==> src/rtl/instr_prefetch_unit_if.sv <==
// ============================================================================
//  Module      : instr_prefetch_unit_if
//  Description : Fetch-port and instruction-memory bus bundle for the
//                instruction prefetch unit.
//  Revision    : 1.0 - initial release
// ============================================================================
`default_nettype none

interface instr_prefetch_unit_if;
    logic        instruction_request_i;
    logic [31:0] instruction_addr_i;
    logic        flush_bus_i;
    logic        instruction_response_o;
    logic [31:0] instruction_data_o;
    logic        mem_req_o;
    logic [31:0] mem_addr_o;
    logic        mem_ack_i;
    logic [31:0] mem_data_i;

    // slave: the prefetch unit itself
    modport slave (
        input  instruction_request_i, instruction_addr_i, flush_bus_i,
        input  mem_ack_i, mem_data_i,
        output instruction_response_o, instruction_data_o,
        output mem_req_o, mem_addr_o
    );

    // master: the IF/ID stage and memory surrounding the unit
    modport master (
        output instruction_request_i, instruction_addr_i, flush_bus_i,
        output mem_ack_i, mem_data_i,
        input  instruction_response_o, instruction_data_o,
        input  mem_req_o, mem_addr_o
    );
endinterface

`default_nettype wire

==> src/rtl/instr_prefetch_unit.sv <==
// ============================================================================
//  Module      : instr_prefetch_unit
//  Description : Word-granular instruction prefetch queue with zero-latency
//                head lookup, sequential advance and redirect/discard.
//  Revision    : 1.0 - initial release
// ============================================================================
`default_nettype none

module instr_prefetch_unit #(
    parameter int unsigned DEPTH        = 4,
    parameter logic [31:0] BOOT_ADDRESS = 32'h0000_0000
) (
    input  logic                  clk,
    input  logic                  rst,
    instr_prefetch_unit_if.slave  bus
);

    localparam int unsigned c_PTR_W = $clog2(DEPTH);
    localparam int unsigned c_CNT_W = $clog2(DEPTH + 1);

    typedef enum logic [0:0] {
        S_IDLE = 1'b0,
        S_REQ  = 1'b1
    } state_t;

    logic [29:0]        tag_q  [DEPTH];
    logic [31:0]        data_q [DEPTH];
    logic [c_PTR_W-1:0] head_q, head_d, tail_q, tail_d, w_next_idx;
    logic [c_CNT_W-1:0] count_q, count_d, w_occupancy;
    logic [29:0]        fetch_addr_q, fetch_addr_d;
    state_t             state_q;
    logic               outstanding_q, discard_q, mem_req_q;
    logic [31:0]        mem_addr_q;

    logic [29:0]        w_pc_tag;
    logic               w_head_match, w_next_match, w_hit, w_advance;
    logic               w_redirect, w_push, w_pop, w_unused;

    assign w_pc_tag     = bus.instruction_addr_i[31:2];
    assign w_unused     = ^bus.instruction_addr_i[1:0];
    assign w_next_idx   = head_q + c_PTR_W'(1);
    assign w_head_match = (count_q != '0) && (tag_q[head_q] == w_pc_tag);
    assign w_next_match = (count_q >= c_CNT_W'(2)) && (tag_q[w_next_idx] == w_pc_tag);
    assign w_hit        = bus.instruction_request_i && w_head_match;
    assign w_advance    = bus.instruction_request_i && !w_head_match && w_next_match;

    // An empty queue only redirects when the PC is not the word being fetched.
    assign w_redirect   = bus.flush_bus_i ||
                          (bus.instruction_request_i && !w_head_match && !w_next_match &&
                           ((count_q != '0) || (fetch_addr_q != w_pc_tag)));
    assign w_pop        = w_advance && !bus.flush_bus_i;
    assign w_push       = (state_q == S_REQ) && bus.mem_ack_i && !discard_q && !w_redirect;
    assign w_occupancy  = count_q + c_CNT_W'(outstanding_q);

    assign bus.instruction_response_o = w_hit;
    assign bus.instruction_data_o     = w_hit ? data_q[head_q] : 32'h0;
    assign bus.mem_req_o              = mem_req_q;
    assign bus.mem_addr_o             = mem_addr_q;

    always_comb begin
        head_d       = head_q;
        tail_d       = tail_q;
        count_d      = count_q;
        fetch_addr_d = fetch_addr_q;
        if (w_redirect) begin
            head_d       = '0;
            tail_d       = '0;
            count_d      = '0;
            fetch_addr_d = w_pc_tag;
        end else begin
            if (w_push) begin
                tail_d       = tail_q + c_PTR_W'(1);
                fetch_addr_d = fetch_addr_q + 30'd1;
            end
            if (w_pop) begin
                head_d = w_next_idx;
            end
            count_d = count_q + c_CNT_W'(w_push) - c_CNT_W'(w_pop);
        end
    end

    always_ff @(posedge clk) begin
        if (w_push) begin
            tag_q[tail_q]  <= fetch_addr_q;
            data_q[tail_q] <= bus.mem_data_i;
        end
    end

    always_ff @(posedge clk or posedge rst) begin
        if (rst) begin
            state_q       <= S_IDLE;
            mem_req_q     <= 1'b0;
            mem_addr_q    <= BOOT_ADDRESS;
            outstanding_q <= 1'b0;
            discard_q     <= 1'b0;
            head_q        <= '0;
            tail_q        <= '0;
            count_q       <= '0;
            fetch_addr_q  <= BOOT_ADDRESS[31:2];
        end else begin
            head_q       <= head_d;
            tail_q       <= tail_d;
            count_q      <= count_d;
            fetch_addr_q <= fetch_addr_d;
            case (state_q)
                S_IDLE: begin
                    if (!w_redirect && (w_occupancy < c_CNT_W'(DEPTH))) begin
                        state_q       <= S_REQ;
                        mem_req_q     <= 1'b1;
                        mem_addr_q    <= {fetch_addr_q, 2'b00};
                        outstanding_q <= 1'b1;
                    end
                end
                S_REQ: begin
                    // Request and address stay frozen until the bus accepts them.
                    if (bus.mem_ack_i) begin
                        state_q       <= S_IDLE;
                        mem_req_q     <= 1'b0;
                        outstanding_q <= 1'b0;
                        discard_q     <= 1'b0;
                    end else if (w_redirect) begin
                        discard_q <= 1'b1;
                    end
                end
                default: begin
                    state_q <= S_IDLE;
                end
            endcase
        end
    end

endmodule

`default_nettype wire

==> src/flat_wrapper.sv <==
// flat-port wrapper written by rule: the top's interface ports become plain ports
module instr_prefetch_unit_flat 
#(
    parameter int unsigned DEPTH        = 4,
    parameter logic [31:0] BOOT_ADDRESS = 32'h0000_0000
)
  (clk, rst, bus_instruction_request_i, bus_instruction_addr_i, bus_flush_bus_i, bus_mem_ack_i, bus_mem_data_i, bus_instruction_response_o, bus_instruction_data_o, bus_mem_req_o, bus_mem_addr_o);
  instr_prefetch_unit_if bus_i ();
  input  logic clk;
  input  logic rst;
  input wire logic [$bits(bus_i.instruction_request_i)-1:0] bus_instruction_request_i;
  input wire logic [$bits(bus_i.instruction_addr_i)-1:0] bus_instruction_addr_i;
  input wire logic [$bits(bus_i.flush_bus_i)-1:0] bus_flush_bus_i;
  input wire logic [$bits(bus_i.mem_ack_i)-1:0] bus_mem_ack_i;
  input wire logic [$bits(bus_i.mem_data_i)-1:0] bus_mem_data_i;
  output wire logic [$bits(bus_i.instruction_response_o)-1:0] bus_instruction_response_o;
  output wire logic [$bits(bus_i.instruction_data_o)-1:0] bus_instruction_data_o;
  output wire logic [$bits(bus_i.mem_req_o)-1:0] bus_mem_req_o;
  output wire logic [$bits(bus_i.mem_addr_o)-1:0] bus_mem_addr_o;
  assign bus_i.instruction_request_i = bus_instruction_request_i;
  assign bus_i.instruction_addr_i = bus_instruction_addr_i;
  assign bus_i.flush_bus_i = bus_flush_bus_i;
  assign bus_i.mem_ack_i = bus_mem_ack_i;
  assign bus_i.mem_data_i = bus_mem_data_i;
  assign bus_instruction_response_o = bus_i.instruction_response_o;
  assign bus_instruction_data_o = bus_i.instruction_data_o;
  assign bus_mem_req_o = bus_i.mem_req_o;
  assign bus_mem_addr_o = bus_i.mem_addr_o;
  instr_prefetch_unit #(.DEPTH(DEPTH), .BOOT_ADDRESS(BOOT_ADDRESS)) u_core (.clk(clk), .rst(rst), .bus(bus_i));
endmodule
==> config.mk <==
export PLATFORM = sky130hd
export DESIGN_NAME = instr_prefetch_unit_flat
export DESIGN_NICKNAME = d
export VERILOG_FILES = /design/src/rtl/instr_prefetch_unit_if.sv /design/src/rtl/instr_prefetch_unit.sv /design/src/flat_wrapper.sv
export SDC_FILE = /design/constraint.sdc
export NUM_CORES = 1
export LEC_CHECK = 0
export CAP_MARGIN = 20
export CELL_PAD_IN_SITES_DETAIL_PLACEMENT = 1
export CELL_PAD_IN_SITES_GLOBAL_PLACEMENT = 1
export CORE_AREA = 2 2 246 151
export DETAILED_ROUTE_END_ITERATION = 12
export DIE_AREA = 0 0 248 153
export PLACE_DENSITY_LB_ADDON = 0.12
export SETUP_SLACK_MARGIN = 0.15
export SKIP_CTS_REPAIR_TIMING = 1
export SYNTH_ARGS = -nofsm -noshare
export SYNTH_HDL_FRONTEND = slang
export SYNTH_SLANG_ARGS = --single-unit
==> constraint.sdc <==
create_clock -name clk -period 6.7 [get_ports clk]
set_input_delay 0.67 -clock clk [delete_from_list [all_inputs] [get_ports clk]]
set_output_delay 0.67 -clock clk [all_outputs]
set_load 0.1 [all_outputs]
==> metrics.txt <==
worst-case reg-to-reg path depth 13; vias around 8400; chip width 248 um; Post-synth ARST share between 20% and 30%; HPWL after DPL 25.28 mm; total I/O pin count roughly 140; skew final approximately 0.030 ns; layout cells sized above 1 about 18%; post-layout min period 5.315 ns; clock insertion delay at the later pin of the skew report between 0.5 and 0.6 ns; routed wire length about 38 mm; r2r startpoint u_core.head_q[0]; Die H 153 um; #FFs+latches synth ~320; fin worst setup slack about 1.4 ns; Hold EP u_core.bus.mem_addr_o[12]; FP Rows 54; status finished clean; number of CTS-inserted buffers 31; final hold slack 0.4824 ns; measured slew at the worst slew-check pin between 1 and 1.5 ns; DRT iter0 DRCs between 600 and 700; sequential share of the synthesized area between 60 and 70%; final-stage net count 1104; area share of the largest cell type after synthesis roughly half; Crit Path Max Fanout 34; Hold Path Stages 1; critical path arrival about 4.6 ns; Ant. Diodes 0; Sinks on Clock Net between 300 and 400; Gate Count Post-Synth between 900 and 1000; initial antenna violation count 0; fin crit share 79.33%; Final Max Tran Viols 0; synthesized cell area about 14000 um^2; Slew HR approximately a third; Power Density between 200 and 300 nW/um^2; drt first pass iters 5; CTS tree done; Worst EP required 6.03 ns; Die Footprint between 30000 and 40000 um^2; Worst-path clk slew roughly 0.060 ns; hold wc startpoint u_core.bus.mem_addr_o[12]; Main synth FF type edfxtp_1; Post-Place Worst Slack ~1.5 ns; Final Hold Fails 0; port bufs 130; largest net degree at the start of global routing 56; syn avg cell area between 15 and 20 um^2; critical path endpoint category output pin; final setup fails 0; reg-to-reg endpoint u_core.count_q[2]; GPL Wtd Cong approximately 0.8; area leader, netlist edfxtp_1; R2R setup slack around 1.4 ns; Post-synth EDFFs ~250; Leak Pwr 5.829 nW; RSZ-0062 raised after global routing false; all-layer global routing usage 20.26%; core region area between 30000 and 40000 um^2; Synth area leaders edfxtp_1 51%, dfrtp_1 12%, mux4_2 12%, xnor2_1 4.5%, xor2_1 2.2%; first-pass GRT wire length 57.08 mm; maximum VDD drop 0.1977 mV; vias in the first global route around 8800; CTS root buffer clkbuf_16; hold crit path type reg2reg; Pwr Total a little under 5 mW; DR WL/cell between 20 and 25 um; H-tree Lvls 1; layout overhead on the synthesized area 19.97%; synthesis warning total 0; Fmax 188.1 MHz; post-synthesis cell type count between 50 and 60; setup TNS 0 ns; element type at the critical path start flop; antenna viol nets, final 0; clock buffer depth 3; Post-route DRC 0; Starting Density 40.53%; Max Cap Viol 0; kind of critical path reg2out; GR Overflow Total 0; Via-to-Cell Ratio about 5.5
Yosys cell counts, types with 4 or more instances:
master / count
and2_1: 4
dfrtp_1: 70
edfxtp_1: 248
clkbuf_1: 40
and3_1: 44
buf_2: 5
buf_4: 10
nor4_1: 11
xnor2_1: 75
o21ai_0: 8
mux2_1: 28
mux2_2: 7
xor2_1: 37
nand2_1: 22
nand3_1: 13
inv_1: 19
nand4_1: 21
mux4_2: 77
ha_1: 8
and4_1: 5
mux2i_1: 32
nor2_1: 40
a21oi_1: 33
stage by stage:
stage | area, um^2 | util [%] | instances
floorplan | 14490 | - | 903
global placement | 16230 | 45.41 | 1469
detailed placement | 16230 | 45.41 | 1469
CTS | 17380 | 48.62 | 1527
global route | 17380 | 48.62 | 1527
finish | 17380 | 48.62 | 1527
how the worst max path moves through the flow:
| stage | from | end | slack, ns | cells after the start |
|---|---|---|---|---|
| after floorplan | u_core.head_q[1] | u_core.data_q[1][0] | 1.86 | 11 |
| after global placement | u_core.head_q[0] | u_core.count_q[2] | 1.52 | 13 |
| after detailed placement | u_core.head_q[0] | u_core.count_q[2] | 1.47 | 13 |
| after CTS | u_core.head_q[0] | bus_instruction_data_o[1] | 1.31 | 8 |
| after global routing | u_core.head_q[0] | bus_instruction_data_o[1] | 1.04 | 8 |
| final | u_core.head_q[0] | bus_instruction_data_o[8] | 1.39 | 8 |
power breakdown:
group / internal [mW] / switching, mW
logic: 0.195 / 0.520
clock network: 1.21 / 0.750
registers: 2.21 / 0.0792
state kept, by name, indices dropped and copies added (netlist names):
signal,count
u_core.data_q,128
u_core.tag_q,120
u_core.bus.mem_addr_o,30
u_core.fetch_addr_q,30
u_core.count_q,3
u_core.head_q,2
u_core.tail_q,2
u_core.discard_q,1
u_core.outstanding_q,1
u_core.state_q,1
area by class of cell:
cell class / instances / area [um^2]
clock buffer: 37 / 818.3
clock inverter: 21 / 330.3
fill: 3425 / 18360
inverter: 19 / 72.57
multi-input combinational: 508 / 4952
sequential: 318 / 9206
tap: 476 / 595.6
timing repair buffer: 148 / 1404
cells in the final DEF (no fill, tap or decap), types with 9 or more instances in the layout:
cell type	netlist	layout
clkbuf_16	0	31
xor2_1	37	37
nor2_1	40	40
nor4_1	11	11
clkdlybuf4s50_1	0	97
a21oi_1	33	33
mux2_1	28	28
nand2_1	22	22
dfrtp_1	70	68
inv_1	19	18
edfxtp_1	248	248
nand3_1	13	13
buf_4	10	47
mux4_2	77	77
mux2i_1	32	32
bufinv_16	0	9
and3_1	44	40
nand4_1	21	21
xnor2_1	75	75
layer usage:
layer | vias up | GRT usage [%] | share of wire [%]
li1 | 3724 | - | -
met1 | 4440 | 32.72 | 49
met2 | 214 | 28.45 | 43
met3 | 36 | 3.933 | 6.0
met4 | 0 | 3.393 | 1.4
met5 | - | 0 | 0
critical path: stages (launching register included):
cell and delay (ns):
dfrtp_4 0.89, mux4_2 0.60, xnor2_1 0.59, nand4_1 0.23, nor4_1 0.54, and4_1 0.26, buf_4 0.36, and3_1 0.25
buf_4 0.29
cell families (layout without fill, tap and decap cells):
logic type,count (synthesis),count (layout),share of synthesized area [%]
compound gates,70,70,3.204
xor+xnor,112,112,6.771
fa+ha+maj,9,9,0.8292
buf+inv,77,225,2.401
flops,318,318,63.50
mux,144,144,16.90
other cells,1,2,0.02589
simple gates,171,171,6.366
Power figures use the tool's default switching activity.
